<file path="config.mk">
export PLATFORM = sky130hd
export DESIGN_NAME = clic_irq_rx
export DESIGN_NICKNAME = d
export VERILOG_FILES = /design/src/rtl/clic_irq_rx.sv
export SDC_FILE = /design/constraint.sdc
export NUM_CORES = 1
export LEC_CHECK = 0
export BUFFER_PORTS_ARGS = -buffer_cell sky130_fd_sc_hd__buf_2
export CAP_MARGIN = 25
export CORE_AREA = 4 4 100 102
export CTS_CLUSTER_SIZE = 16
export DETAILED_ROUTE_END_ITERATION = 6
export DIE_AREA = 0 0 104 106
export PLACE_DENSITY_LB_ADDON = 0.08
export SYNTH_ARGS = -nofsm -noshare
export SYNTH_HDL_FRONTEND = slang
export SYNTH_SLANG_ARGS = --single-unit
</file>
<file path="constraint.sdc">
create_clock -name clk_i -period 2.04 [get_ports clk_i]
set_clock_uncertainty 0.15 [all_clocks]
set_input_delay 0.408 -clock clk_i [delete_from_list [all_inputs] [get_ports clk_i]]
set_output_delay 0.408 -clock clk_i [all_outputs]
set_load 0.05 [all_outputs]
</file>
<file path="src/rtl/clic_irq_rx.sv">
// CLIC interrupt receiver for one hart. It captures the presented interrupt, qualifies it
// against the hart's privilege, virtualization and threshold state, and runs the ready/kill_ack handshakes.
package clic_pkg;
    localparam int VSID_W = 6;
endpackage

module clic_irq_rx #(
    parameter int N_SOURCE   = 256,
    parameter int ID_W       = $clog2(N_SOURCE),
    parameter int INTCTLBITS = 8,
    parameter int VSID_W     = clic_pkg::VSID_W,
    parameter int CNT_W      = 16
) (
    input  logic                  clk_i,
    input  logic                  rst_i,
    input  logic                  irq_valid_i,
    output logic                  irq_ready_o,
    input  logic [ID_W-1:0]       irq_id_i,
    input  logic [INTCTLBITS-1:0] irq_level_i,
    input  logic                  irq_shv_i,
    input  logic [1:0]            irq_priv_i,
    input  logic                  irq_v_i,
    input  logic [VSID_W-1:0]     irq_vsid_i,
    input  logic                  irq_kill_req_i,
    output logic                  irq_kill_ack_o,
    input  logic [1:0]            core_priv_i,
    input  logic                  core_v_i,
    input  logic [VSID_W-1:0]     core_vsid_i,
    input  logic                  irq_enable_i,
    input  logic [INTCTLBITS-1:0] thresh_i,
    output logic                  take_valid_o,
    input  logic                  take_ready_i,
    output logic [ID_W-1:0]       take_id_o,
    output logic [INTCTLBITS-1:0] take_level_o,
    output logic                  take_shv_o,
    output logic [1:0]            take_priv_o,
    output logic                  take_v_o,
    output logic [VSID_W-1:0]     take_vsid_o,
    output logic [2**VSID_W-1:0]  vs_pending_o,
    output logic [CNT_W-1:0]      hold_cycles_o
);

    typedef struct packed {
        logic [ID_W-1:0]       id;
        logic [INTCTLBITS-1:0] level;
        logic                  shv;
        logic [1:0]            priv;
        logic                  v;
        logic [VSID_W-1:0]     vsid;
    } irq_t;

    typedef enum logic [2:0] {IDLE, HOLD, OFFER, ACK, KACK} state_e;

    state_e           state_q, state_d;
    irq_t             held_q, held_d;
    logic             ack_kill_q, ack_kill_d;
    logic [CNT_W-1:0] cnt_q, cnt_d;
    logic             capture;
    logic             held_act;
    logic             elig;

    assign capture  = (state_q == IDLE) && irq_valid_i && !irq_kill_req_i;
    assign held_act = (state_q == HOLD) || (state_q == OFFER);

    // A VS-tagged interrupt is only visible inside its own guest context.
    always_comb begin
        elig = 1'b0;
        if (held_q.v) begin
            elig = core_v_i && (core_vsid_i == held_q.vsid) &&
                   ((core_priv_i < held_q.priv) ||
                    ((core_priv_i == held_q.priv) && (held_q.level > thresh_i)));
        end else begin
            elig = (held_q.priv > core_priv_i) ||
                   (core_v_i && (held_q.priv >= 2'b01)) ||
                   ((held_q.priv == core_priv_i) && !core_v_i && (held_q.level > thresh_i));
        end
        elig = elig && irq_enable_i;
    end

    always_ff @(posedge clk_i) begin
        if (rst_i) state_q <= IDLE;
        else       state_q <= state_d;
    end

    always_comb begin
        state_d = state_q;
        case (state_q)
            IDLE: begin
                if (irq_valid_i) state_d = irq_kill_req_i ? KACK : HOLD;
            end
            HOLD: begin
                if (irq_kill_req_i) state_d = KACK;
                else if (elig)      state_d = OFFER;
            end
            OFFER: begin
                if (take_ready_i)        state_d = ACK;
                else if (irq_kill_req_i) state_d = KACK;
                else if (!elig)          state_d = HOLD;
            end
            ACK:     state_d = IDLE;
            KACK:    state_d = IDLE;
            default: state_d = IDLE;
        endcase
    end

    always_comb begin
        take_valid_o   = (state_q == OFFER);
        irq_ready_o    = (state_q == ACK);
        irq_kill_ack_o = (state_q == KACK) || ((state_q == ACK) && ack_kill_q);
        vs_pending_o   = '0;
        if (held_act && held_q.v) vs_pending_o[held_q.vsid] = 1'b1;
    end

    // Take beats a simultaneous kill; the kill is still acknowledged alongside ready.
    always_comb begin
        held_d     = held_q;
        ack_kill_d = ack_kill_q;
        cnt_d      = cnt_q;
        if (capture) begin
            held_d = '{id: irq_id_i, level: irq_level_i, shv: irq_shv_i,
                       priv: irq_priv_i, v: irq_v_i, vsid: irq_vsid_i};
            cnt_d  = '0;
        end else if (held_act && (cnt_q != {CNT_W{1'b1}})) begin
            cnt_d = cnt_q + 1'b1;
        end
        if ((state_q == OFFER) && take_ready_i) ack_kill_d = irq_kill_req_i;
        else if (state_q == ACK)                ack_kill_d = 1'b0;
    end

    always_ff @(posedge clk_i) begin
        if (rst_i) begin
            held_q     <= '0;
            ack_kill_q <= 1'b0;
            cnt_q      <= '0;
        end else begin
            held_q     <= held_d;
            ack_kill_q <= ack_kill_d;
            cnt_q      <= cnt_d;
        end
    end

    assign take_id_o     = held_q.id;
    assign take_level_o  = held_q.level;
    assign take_shv_o    = held_q.shv;
    assign take_priv_o   = held_q.priv;
    assign take_v_o      = held_q.v;
    assign take_vsid_o   = held_q.vsid;
    assign hold_cycles_o = cnt_q;

endmodule
</file>
==> impl.org <==
** Timing
- The count of final hold-check violations came to 0.
- Aggregate negative setup slack :: -17580 ps
- The tightest hold path in the finished design has a slack of 178 ps.
- Based on the critical path, the design can be clocked at up to 426 MHz.
- After layout, the minimum clock period comes to 2340 ps.
- Share of the cycle needed by the critical path after routing :: 1.15
- Worst path setup slack after routing :: -305 ps
- Setup violations remaining at the end of the flow were counted as 64.
- Worst-Margin Slew :: 681 ps
- Unrepaired setup endpoints after global routing :: yes
- Worst slew margin relative to its limit :: 0.544
- The count of pins over their slew limit was 0.

** Logic synthesis
- In this run the mean area of a mapped cell was 7.19 um2.
- By count the netlist is led by nor2_1, nand2_1, dfxtp_1, a21oi_1.
- Async SR Flop Fraction :: 0
- EDFF count, synth :: 0
- Synthesis produced a netlist whose cell count is 373.
- Synthesized cell area :: 0.00268 mm2
- Number of synthesized register bits :: 46
- The netlist uses 48 different library cells.
- The share of synthesized area in the top cell type comes to 0.344.
- Proportion of synthesized chip area in sequential cells :: 0.344
- After synthesis, the cell types taking the most area are dfxtp_1, nor2_1, nand2_1.
- Syn nets :: 433
- Dominant register cell in the synthesized netlist :: dfxtp_1
- Summed over all instances, the cell type with the most area after synthesis is dfxtp_1.
- For this run, the number of Yosys warnings is 0.
- Leading cell type by number of instances after synthesis :: nor2_1

** Detailed routing
- Routed WL per cell :: 14.9 um
- The count of nets left with antenna violations once routing finished came out at 0.
- Iter 0 DRT Violations :: 139
- For this block, the routed nets add up to 9870 um of wire.
- Post-route DRC :: 0
- The first TritonRoute pass finished after 4 iterations.
- The routed layout has 3121 vias.
- Average vias per placed instance :: 4.72

** Final layout
- The number of antenna diodes in the final layout is 0.
- Across the whole layout, storage elements account for 956 um2.
- Summing all multi-input logic gate instances after layout gives 0.00228 mm2.
- # fillers :: 833
- Final nets :: 609
- Share of layout cells above drive strength 1 :: 0.556
- Compared with the post-synthesis result, the final layout area differs by 90.6%.

** Worst setup path
- Critical Path Sink Type :: output pin
- Critical path peak fanout :: 8
- For the worst setup path, the data arrival time is 1790 ps.
- Critical path startpoint category :: register
- The critical path in this run is classified as reg2out.
- Data on the critical path is required at its endpoint by 1480 ps.

** Clock network
- TritonCTS buffer count :: 5
- Hold-fix buffer count after cts :: 0
- For this design, the sink count on the clock tree is 46.
- Clock tree from TritonCTS :: built
- The H-tree was split into 2 levels.
- The clock reaches the later pin of the worst-skew pair after 300 ps.
- Root Buffer Master :: clkbuf_8
- CTS clk-pin slew, worst paths :: 90 ps
- The clock passes through at most 2 buffers.

** Job
- Reported max-cap violation count :: 0

** Power and ir drop
- Leakage power :: 0.00201 uW
- Power per standard cell area :: 423 mW/mm2
- Across the VDD grid, the largest voltage drop is 0.213 mV.

** Global routing
- Wire length of the first global-routing pass :: 16200 um
- The via count of the first global-routing pass was 3177.
- The initial antenna violation count came to 0.
- For this run, the total global-route usage over all layers was measured as 0.178.
- Maximum number of pins on one net before global-route repair :: 27
- GR Overflow Total :: 0

** Placed design
- The congestion estimate from routability-driven global placement came to 0.761.
- OpenSTA, run right after detailed placement, puts the worst setup slack at -116 ps.
- HPWL after detailed placement :: 7480 um
- I/O Buffers :: 157

** Floorplanning
- Starting utilization of the core area :: 0.294
- Area of the core :: 0.00911 mm2
- The die covers 0.0110 mm2.
- From left edge to right edge, the die measures 104 um.
- After floorplanning, the core was divided into 35 placement rows.
- The die is 106 um tall.
- I/O pin count :: 158

** Worst hold path
- In this run the worst hold path is classified as in2reg.

** Status
- The final reports fail on setup timing.
- The run finished, with violations left.
## stage by stage
stage | utilization | total power [uW] | instance area (um2) | cells
6_report | 0.561 | 2160 | 5110 | 661
5_1_grt | 0.561 | 2270 | 5110 | 661
4_1_cts | 0.551 | 2190 | 5020 | 660
3_5_place_dp | 0.486 | 1510 | 4430 | 652
3_3_place_gp | 0.486 | 1510 | 4430 | 652
2_1_floorplan | - | 1330 | 3320 | 373
## placed cells by master (no fill, tap or decap), types with 5 or more instances in the layout
cell	instances
nand2_1	63
inv_1	11
nand2_8	6
xnor2_1	10
nand3b_1	5
buf_2	91
nand4_1	8
dfxtp_1	26
buf_12	6
o21ai_0	6
buf_4	23
nor2_4	65
clkbuf_8	6
xor2_1	10
nor2_1	24
nand3_1	7
buf_8	19
buf_6	48
a21oi_1	31
dfxtp_2	16
ha_1	11
## worst max-delay path, cell delays in order (launching register included)
cell and delay (ps):
dfxtp_4 360, nand2b_4 150, a21oi_4 170, nand2_2 80, nor2_4 110, buf_6 170
nand2_8 130, nor2_4 150, buf_6 160
## worst paths after layout
kind | start | end | slack (ps) | cells after the start
min | irq_id_i[0] | take_id_o[0] | 180 | 3
max reg2reg | state_q[1] | hold_cycles_o[9] | 60 | 8
min reg2reg | take_id_o[2] | take_id_o[2] | 300 | 2
max | state_q[1] | vs_pending_o[40] | -300 | 8
## layout make-up
class	count	area share
inverters	12	0.00882
repair buffers	187	0.308
clock buffers	8	0.0218
multi-input cells	297	0.447
well taps	111	0.0272
flip-flops and latches	46	0.187
## sequential cells by signal, indices dropped and copies added, names as in the netlist
register	flops
take_shv_o	1
take_level_o	8
hold_cycles_o	16
state_q	3
take_priv_o	2
take_id_o	8
take_v_o	1
ack_kill_q	1
take_vsid_o	6
## metal layers
layer / up-vias / share of wire / global-route usage / wire (um)
met1: 1416 / 0.40 / 0.201 / 3950
met4: 0 / 0.013 / 0.0418 / 131
met5: - / 0 / 0 / 0
li1: 1604 / - / - / -
met3: 12 / 0.057 / 0.0389 / 559
met2: 89 / 0.53 / 0.339 / 5230
## logic make-up (layout without fill, tap and decap cells)
kind of cell | Yosys count | in the layout | synth area share
XOR/XNOR | 20 | 20 | 0.0654
adder cells (fa/ha/maj) | 11 | 11 | 0.0514
multiplexers | 1 | 1 | 0.00373
buffers and inverters | 30 | 207 | 0.0467
AND/OR/NAND/NOR | 209 | 209 | 0.357
AO/OA/AOI/OAI | 56 | 56 | 0.132
flip-flops | 46 | 46 | 0.344
## what timing repair did
action / in CTS / in global routing
endpoints found under the setup margin: 67 / 68
resized for setup: 144 / 21
setup buffers: 0 / 1
pin swaps: 7 / 3
## where the power goes
group	internal [uW]	switching, uW	total, uW
Clock	351	312	662
Combinational	190	342	532
Sequential	930	36.0	966
No activity file was read; power rests on OpenSTA's default activity.
